### src/rtl/noise_table_loader.sv
// Sequencer that streams a CDF threshold table into the 128-level noise generator,
// waits for it to arm, then gates its enable from a run request.
module noise_table_loader #(
  parameter int N_ENTRIES = 128,
  parameter int DATA_W    = 64,
  parameter int ADDR_W    = 8,
  parameter int PAD_BEATS = 2,
  parameter int TIMEOUT   = 1024
) (
  input  logic              clk,
  input  logic              rst,
  input  logic              start,
  input  logic [DATA_W-1:0] cfg_data,
  input  logic              cfg_valid,
  output logic              cfg_ready,
  input  logic              run_req,
  output logic [DATA_W-1:0] gen_mem_data,
  output logic [ADDR_W-1:0] gen_location,
  output logic              gen_load_mem,
  input  logic              gen_done_wait,
  output logic              gen_en,
  output logic              busy,
  output logic              loaded,
  output logic              err_nonmono,
  output logic              err_timeout,
  output logic [ADDR_W-1:0] entry_count
);

  localparam int TIMER_W = (TIMEOUT > 1) ? $clog2(TIMEOUT) : 1;
  localparam int PAD_W   = $clog2(PAD_BEATS + 1);

  typedef enum logic [2:0] {IDLE, LOAD, PAD, WAIT_DONE, RUN, ERROR} state_t;

  state_t              state;
  logic [ADDR_W-1:0]   idx;
  logic [DATA_W-1:0]   prev;
  logic [TIMER_W-1:0]  timer;
  logic [PAD_W-1:0]    pad_cnt;
  logic                beat;
  logic                restart;

  assign cfg_ready = (state == LOAD);
  assign busy      = (state == LOAD) || (state == PAD) || (state == WAIT_DONE);
  assign beat      = cfg_valid && cfg_ready;
  // start is only honoured where no table transfer is in flight
  assign restart   = start && ((state == IDLE) || (state == RUN) || (state == ERROR));

  always_ff @(posedge clk or posedge rst) begin
    if (rst) begin
      state        <= IDLE;
      idx          <= '0;
      prev         <= '0;
      timer        <= '0;
      pad_cnt      <= '0;
      gen_mem_data <= '0;
      gen_location <= '0;
      gen_load_mem <= 1'b0;
      gen_en       <= 1'b0;
      loaded       <= 1'b0;
      err_nonmono  <= 1'b0;
      err_timeout  <= 1'b0;
      entry_count  <= '0;
    end else begin
      gen_load_mem <= 1'b0;
      if (restart) begin
        state       <= LOAD;
        idx         <= '0;
        entry_count <= '0;
        loaded      <= 1'b0;
        gen_en      <= 1'b0;
        err_nonmono <= 1'b0;
        err_timeout <= 1'b0;
      end else begin
        case (state)
          IDLE: begin
            gen_en <= 1'b0;
          end
          LOAD: begin
            if (beat) begin
              gen_mem_data <= cfg_data;
              gen_location <= idx;
              gen_load_mem <= 1'b1;
              entry_count  <= entry_count + ADDR_W'(1);
              prev         <= cfg_data;
              if ((idx != '0) && (cfg_data < prev)) err_nonmono <= 1'b1;
              if (idx == ADDR_W'(N_ENTRIES - 1)) begin
                state   <= PAD;
                pad_cnt <= '0;
              end else begin
                idx <= idx + ADDR_W'(1);
              end
            end
          end
          PAD: begin
            // the generator arms only after extra load_mem pulses past the last entry
            if (pad_cnt == PAD_W'(PAD_BEATS)) begin
              state <= WAIT_DONE;
              timer <= '0;
            end else begin
              gen_load_mem <= 1'b1;
              pad_cnt      <= pad_cnt + PAD_W'(1);
            end
          end
          WAIT_DONE: begin
            if (gen_done_wait) begin
              state  <= RUN;
              loaded <= 1'b1;
            end else if (timer == TIMER_W'(TIMEOUT - 1)) begin
              state       <= ERROR;
              err_timeout <= 1'b1;
            end else begin
              timer <= timer + TIMER_W'(1);
            end
          end
          RUN: begin
            gen_en <= run_req;
          end
          ERROR: begin
            gen_en <= 1'b0;
            loaded <= 1'b0;
          end
          default: begin
            state <= IDLE;
          end
        endcase
      end
    end
  end

endmodule
### config.mk
export PLATFORM = sky130hd
export DESIGN_NAME = noise_table_loader
export DESIGN_NICKNAME = d
export VERILOG_FILES = /design/src/rtl/noise_table_loader.sv
export SDC_FILE = /design/constraint.sdc
export NUM_CORES = 1
export LEC_CHECK = 0
export ABC_CLOCK_PERIOD_IN_PS = 5300
export CORE_ASPECT_RATIO = 1.1
export CORE_UTILIZATION = 53
export DETAILED_ROUTE_END_ITERATION = 8
export GPL_ROUTABILITY_DRIVEN = 0
export GPL_TIMING_DRIVEN = 1
export HOLD_SLACK_MARGIN = 0.03
export PLACE_DENSITY = 0.86
export SLEW_MARGIN = 40
export SYNTH_ARGS = -nofsm -noshare
export SYNTH_HDL_FRONTEND = slang
export SYNTH_SLANG_ARGS = --single-unit
### constraint.sdc
create_clock -name clk -period 5.3 [get_ports clk]
set_clock_uncertainty 0.15 [all_clocks]
set_input_delay 0.795 -clock clk [delete_from_list [all_inputs] [get_ports clk]]
set_output_delay 0.795 -clock clk [all_outputs]
set_load 0.1 [all_outputs]
Yosys cells after proc, flatten, opt, wreduce, memory -nomap -nowiden:

Index checks and enable logic that the tools add are counted.

* add/subtract/negate cells: 4
* order comparisons: 1
* eq/ne operators: 22
* mux-type cells: 39
* bitwise logic cells: 1
* reductions and logical operators: 29

Operator list (count)
* $lt 64x64->1: 1
* $mux 8: 7
* $mux 10: 3
* $pmux 10 s2: 1
* $mux 3: 6
* $add 8x1->8 const B: 2
* $reduce_and 5->1: 3
* $mux 1: 14
* $reduce_bool 2->1: 7
* $pmux 3 s4: 1
* $reduce_and 3->1: 4
* $add 10x1->10 const B: 1
* $eq 10x10->1 const B: 1
* $ne 2x1->1 const B: 5
* $eq 8x7->1 const B: 1
* $ne 2x2->1 const B: 4
* $reduce_bool 8->1: 1
* $eq 3x2->1 const B: 2
* $eq 3x3->1 const B: 2
* $mux 2: 3
* $ne 3x1->1 const B: 2
* $pmux 1 s2: 3
* $reduce_bool 3->1: 2
* $logic_or 1x1->1: 4
* 13 further kinds: 16

* register bits after elaboration: 108
* input bits: 70
* output and inout port bits: 87
* word-level logic and storage cells: 108

Depth between registers and ports, before layout:

* depth in word-level cells: 6
* mapped depth: 8
* depth with buffers taken out: 8

Worst setup path before layout:

No wires, ideal clock.

* kind: register to output
* start: reg state[1]
* end: out busy
* arrival: 2.098 ns
* data required time: 4.355 ns
* setup slack: 2.257 ns
* cell stages (with the launch flop): 5
* path buffers: 2
* cells stage by stage: dfrtp_1 > buf_2 > buf_1 > nor2_1 > nor2_1

* cells in the longest elaborated chain, start to end: 3
* elaborated cells between the ends (all ways): 5
* classes of those cells: eq/ne (3); reduce/logical (2)

RTL lines
* start, declared: RTL line 34 `state_t state;`
* start signal, assigned: RTL line 50 `state <= IDLE;`
* start signal, assigned: RTL line 66 `state <= LOAD;`
* start signal, assigned: RTL line 87 `state <= PAD;`
* $eq 3x1->1 / $eq 3x2->1 (equally long branches): RTL line 43 `assign busy = (state == LOAD) || (state == PAD) || (state == WAIT_DONE);`
* $logic_or 1x1->1: RTL line 43
* $logic_or 1x1->1 (*): RTL line 43
* end, declared: RTL line 22 `output logic busy,`

Mark *: on every way between the ends. The rest lies on a longest branch, timed or not.

Worst setup path after layout:

* start: in cfg_valid
* end: reg idx[7]

* cells in the longest elaborated chain, start to end: 3

RTL lines
* start, declared: RTL line 14 `input logic cfg_valid,`
* $logic_and 1x1->1: RTL line 44 `assign beat = cfg_valid && cfg_ready;`
* $reduce_bool 2->1 (no source line)
* $reduce_and 3->1 (no source line)
* end signal, assigned: RTL line 90 `idx <= idx + ADDR_W'(1);`
* end, declared: RTL line 35 `logic [ADDR_W-1:0] idx;`

No other way between the ends.
A chain may end at the register's enable or synchronous reset.

==> impl_metrics.ini <==
[global_route]
grt_max_degree = 87
grt_pass1_vias = 5121
grt.overflow.total = 0
grt_pass1_wl_mm = 23.7
antenna_found_initial = 0
grt_use_total = 0.259

[clocking]
holdBufCountCts = 0
ctsHtreeMaxLevel = 3
tritoncts = done
clkSinkCount = 108
clkTransAtPathRegs_ns = 0.07
clock_latency_ns = 0.35
cts-buffers-inserted = 9
post_cts_buffers = 0
cts-resized-gates = 0
cts.path.max_buffers = 2
cts_root_buffer = clkbuf_16

[critical_path]
crit_type = primary input to flop
cp-end-kind = flop
cp_max_fo = 86
critPathRequiredTime_ns = 5.39
critical_path_arrival_ns = 3.20
rrSetupSlack_ns = 2.47
r2r_cells = 7
worstReg2RegEnd = idx[7]
path_cells = clkdlybuf4s50_1, nor4bb_4, buf_4, o31a_2, o2111ai_2, nor2_1, xnor2_1, nor2_1
critPathSlowestCell = buf_4
slowest_delay_ns = 0.64
regToRegStartpoint = state[1]
crit_top_cell = nor2_1
worst-path-buf-inv = 2
crit_family = buffers and inverters
critPathLaunchType = primary input

[detailed_routing]
wl_per_cell_um = 15.4
drc = 0
vias_per_cell = 5.44
routed_wl_mm = 14.5
drt_iter0_markers = 227
ant_nets = 0
dr.pass1.iters = 5
vias = 5133

[finish]
syn2layout_area_growth_pct = 26.5
stdcell_count = 943
drive_gt1_frac = 0.156
final_cell_area_um2 = 7530
nets = 929
diodes = 0

[worst_hold_path]
hold_class = flop to flop
worstHoldEndpoint = gen_en
hold_depth = 2
min_from = gen_en

[synth]
ys_top_cells_by_count = dfrtp_1 (108), nand2_1 (87), inv_1 (71)
synth_cells = 643
synth_most_common_cell = dfrtp_1
ys_seq_area_frac = 0.454
synth_edf_count = 0
yosysTopAreaCell = dfrtp_1
synth-seq-cells = 108
yosys.cell_types.count = 49
avgSynthCellArea_um2 = 9.26
yosysWarnings = 0
synthesis.nets = 781
synthDominantCellAreaShare = 0.454
synthTopCellsByArea = dfrtp_1 (45%), ha_1 (14%), o21ai_0 (5.7%)
async_reset_ff_frac = 1.00
synth_ff_type = dfrtp_1
syn_area_um2 = 5950

[sta]
max_freq_ghz = 0.321
hold_violations = 0
rsz0062_at_grt = false
tightest_slew_ns = 0.764
slew_viol_final = 0
tns_ns = 0
setup_viol = 0
min_period_over_period = 0.588
relSlewSlack = 0.491
timing.hold.ws_ns = 0.355
fin_crit_ns = 3.12

[placement]
dp_hpwl_mm = 10.8
port_buffers = 156
place_area_um2 = 7220
dp_cells = 927

[floorplanning]
die_area_um2 = 11700
pin_count = 157
initial_core_util = 0.546
num_rows = 40
die_h_um = 113
fp.dieW_um = 103
core_area_um2 = 10900

[flow_run]
maxCapViolCount = 0

[run_status]
outcome = complete, no violations
layer usage:
metal | global-route usage | share of wire | vias to the layer above
met3 | 0.0401 | 0.055 | 23
met4 | 0.0901 | 0.018 | 0
met2 | 0.450 | 0.50 | 159
met1 | 0.325 | 0.42 | 2451
li1 | - | - | 2500
met5 | 0 | 0 | -
worst reg2reg max path, delay by kind of cell, from the launching register on:
kind / cells / cell delay [ns]
buffers and inverters: 1 / 0.64
XOR/XNOR: 1 / 0.15
AND/OR/NAND/NOR: 3 / 0.60
flip-flops: 1 / 0.61
AO/OA/AOI/OAI: 2 / 0.57
how the worst max path moves through the flow:
stage                     startpoint             end  slack (ns)  depth (start not counted)
after global placement     cfg_valid          idx[5]        1.97                          8
after floorplan                  rst  entry_count[0]        1.51                          1
final                      cfg_valid          idx[7]        2.18                          8
after CTS                  cfg_valid          idx[7]        2.23                          8
after detailed placement   cfg_valid          idx[5]        1.87                          8
after global routing       cfg_valid          idx[7]        2.01                          8
layout by cell type (no fill, tap or decap), drive strengths merged, types with 2 or more instances in the layout:
cell / Yosys / routed
o2111ai: 2 / 2
nand2b: 5 / 5
a21boi: 2 / 2
nand2: 87 / 87
nor2: 49 / 49
o211ai: 3 / 3
o21ai: 79 / 79
a211o: 3 / 3
and3: 2 / 2
ha: 68 / 68
nor3: 6 / 6
nor4: 3 / 3
a21o: 5 / 5
nand4: 21 / 21
clkbuf: 9 / 9
a2111oi: 2 / 2
dfrtp: 108 / 108
buf: 14 / 91
clkdlybuf4s50: 0 / 69
a21oi: 30 / 30
mux2i: 2 / 2
xnor2: 9 / 9
nand3: 20 / 20
inv: 71 / 76
nor3b: 2 / 2
a31oi: 2 / 2
xor2: 12 / 12
a211oi: 2 / 2
and4: 2 / 2
o311a: 2 / 2
mux2: 9 / 9
per-stage QoR:
step | setup slack (ns) | util
finish | 2.18 | 0.690
floorplan | 1.51 | -
global route | 2.01 | 0.690
CTS | 2.23 | 0.690
detailed placement | 1.87 | 0.661
global placement | 1.97 | 0.701
sequential cells by signal, indices dropped and copies added (netlist names):
name          flops
entry_count       8
err_nonmono       1
err_timeout       1
gen_en            1
gen_load_mem      1
gen_location      8
idx               8
loaded            1
pad_cnt           2
prev             64
state             3
timer            10
kinds of logic after synthesis:
| family | Yosys count | share of synthesized area |
|---|---|---|
| muxes | 11 | 0.0204 |
| xor gates and xnor gates | 21 | 0.0309 |
| and+or+nand+nor | 203 | 0.155 |
| AOI/OAI and AO/OA | 138 | 0.136 |
| buffers and inverters | 94 | 0.0607 |
| DFF | 108 | 0.454 |
| adders and majority gates | 68 | 0.143 |
final cells by class:
| type | instances | area (um2) |
|---|---|---|
| fillers | 858 | 3380 |
| multi-input cells | 441 | 2900 |
| flip-flops and latches | 108 | 2700 |
| repair buffers | 160 | 1160 |
| inverters | 71 | 272 |
| clock buffers | 9 | 225 |
| well taps | 147 | 184 |
| clock inverters | 7 | 87.6 |
Power is not shown: default switching activity piles up to over one toggle a cycle in this logic, so the estimate is an artifact.
==> RTL change (config.mk and constraints unchanged) <==
Add an input register stage for `cfg_data` and `cfg_valid`; this delays them by one clock. The other inputs are not delayed to match.
--- a/src/rtl/noise_table_loader.sv
+++ b/src/rtl/noise_table_loader.sv
@@ -31,6 +31,14 @@
 
   typedef enum logic [2:0] {IDLE, LOAD, PAD, WAIT_DONE, RUN, ERROR} state_t;
 
+  logic [DATA_W-1:0] cfg_data_q;
+  logic cfg_valid_q;
+
+  always_ff @(posedge clk) begin
+    cfg_data_q  <= cfg_data;
+    cfg_valid_q <= cfg_valid;
+  end
+
   state_t              state;
   logic [ADDR_W-1:0]   idx;
   logic [DATA_W-1:0]   prev;
@@ -41,7 +49,7 @@
 
   assign cfg_ready = (state == LOAD);
   assign busy      = (state == LOAD) || (state == PAD) || (state == WAIT_DONE);
-  assign beat      = cfg_valid && cfg_ready;
+  assign beat      = cfg_valid_q && cfg_ready;
   // start is only honoured where no table transfer is in flight
   assign restart   = start && ((state == IDLE) || (state == RUN) || (state == ERROR));
 
@@ -77,12 +85,12 @@
           end
           LOAD: begin
             if (beat) begin
-              gen_mem_data <= cfg_data;
+              gen_mem_data <= cfg_data_q;
               gen_location <= idx;
               gen_load_mem <= 1'b1;
               entry_count  <= entry_count + ADDR_W'(1);
-              prev         <= cfg_data;
-              if ((idx != '0) && (cfg_data < prev)) err_nonmono <= 1'b1;
+              prev         <= cfg_data_q;
+              if ((idx != '0) && (cfg_data_q < prev)) err_nonmono <= 1'b1;
               if (idx == ADDR_W'(N_ENTRIES - 1)) begin
                 state   <= PAD;
                 pad_cnt <= '0;
Formal check against the unedited RTL: not equivalent (a bounded check fails within 4 cycles, from zero or initial values and one cycle with rst high).
==> RTL change against the unedited design <==
Via count increased by 7.9%; worst setup slack improved by 0.35 ns; wire length increased by 10%; sequential cell count increased by 65; critical path depth decreased by 2; area after synthesis increased by 22%; design area increased by 22%; highest routed layer unchanged.
Power is not shown: default switching activity piles up to over one toggle a cycle in this logic, so the estimate is an artifact.
==> RTL change: results <==
[synthesis]
synth_flop_cell = dfrtp_1
synth.distinct_cells = 54
syn-num-nets = 857
ys_seq_area_share_pct = 55.0
async_reset_ff_share_pct = 62.4
synthTopCellsByCount = nand2_1, dfrtp_1, o21ai_0, inv_1, ha_1
yosysWarnings = 0
avgSynthCellArea_um2 = 10.1
synth_area_leaders = dfrtp_1, dfxtp_1, ha_1

[worst_hold_path]
hold_path.startpoint = cfg_data_q[0]$_DFF_P_
holdPathEnd = prev[0]$_DFFE_PP0P_
whs_path_depth = 2
min-delay-path-class = reg -> reg

[global_route]
grt_pass1_wl_um = 26600
grt_usage_pct = 24.1
grt_pass1_vias = 5570
antenna_found_initial = 0
grt_max_degree = 85

[place]
port_buffers = 156
dp_hpwl_um = 11400

[final_layout]
fill_cells = 992
drive_gt1_share_pct = 14.6
reg_top3 = cfg_data_q x64, prev x64, timer x10
layout.cells.non_filler = 1070
insertedDiodeCount = 0
fin_nets = 1011

[setup_path]
ff2ff_setup_slack_ns = 2.76
ff2ff_path_depth = 5
cp-startpoint = start
critPathCapture = idx[5]$_DFFE_PP0P_
critical_path_peak_fanout = 18
critPathLaunchType = input pin
r2r-start = state[1]$_DFFE_PP0P_
crit_arrival_ns = 2.95

[timing]
slew_headroom_pct = 48.7
whs_ns = 0.283

[outcome]
status = completed

[clock_tree]
cts-root-buf = clkbuf_16
cts_made_buffers = 17
postCtsSetupBuffers = 0
clk_path_buf_depth = 2
clkTransAtPathRegs_ns = 0.07
cts_resized = 0
htreeDepth = 4
clkLatencyLatePin_ns = 0.43

[route]
wl_per_cell_um = 15.0
vias_per_cell = 5.18
drt_iter0_drc = 297
drt_pass1_iterations = 4
## RTL change: cell count changes after synthesis, sizes merged, moves of 4 or more
cell | before | now
nand4 | 21 | 17
or3 | 0 | 4
dfxtp | 0 | 65
a21oi | 30 | 26
buf | 14 | 8
o21a | 0 | 4
mux2 | 9 | 0
nor2 | 49 | 31
clkbuf | 9 | 17
nand2 | 87 | 110
xnor2 | 9 | 5
## RTL change: metal layers
layer | track usage (%) | vias to the layer above | share of wire, %
met2 | 40.5 | 128 | 50
li1 | - | 2758 | -
met1 | 29.4 | 2627 | 43
met4 | 10.4 | 0 | 2.3
met3 | 5.91 | 27 | 4.7
met5 | 0 | - | 0
## RTL change: per-stage QoR
stage | cell area [µm²] | setup WS (ns)
after floorplan | 7280 | 1.51
after global placement | 9000 | 2.26
after detailed placement | 8560 | 2.14
after CTS | 9190 | 2.56
after global routing | 9200 | 2.42
final | 9200 | 2.53
## RTL change: cells by family after synthesis
family | synth area share, %
adder cells (fa/ha/maj) | 11.7
AO/OA/AOI/OAI | 11.8
flip-flops | 55.0
buffers and inverters | 5.27
XOR/XNOR | 2.41
AND/OR/NAND/NOR | 13.8
## RTL change: critical path, stage by stage
cell and delay, ns:
clkdlybuf4s50_1 0.51, nor2b_1 0.24, and2_1 0.66, o2111ai_4 0.22
or3_1 0.34, a21oi_1 0.17
## RTL change: area by class of cell
| type | count | share of cell area [%] |
|---|---|---|
| Sequential cell | 173 | 43.5 |
| Multi-Input combinational cell | 449 | 31.5 |
| Timing Repair Buffer | 160 | 12.6 |
| Clock buffer | 19 | 4.82 |
| Inverter | 72 | 2.97 |
| Tap cell | 184 | 2.50 |
| Clock inverter | 13 | 2.04 |
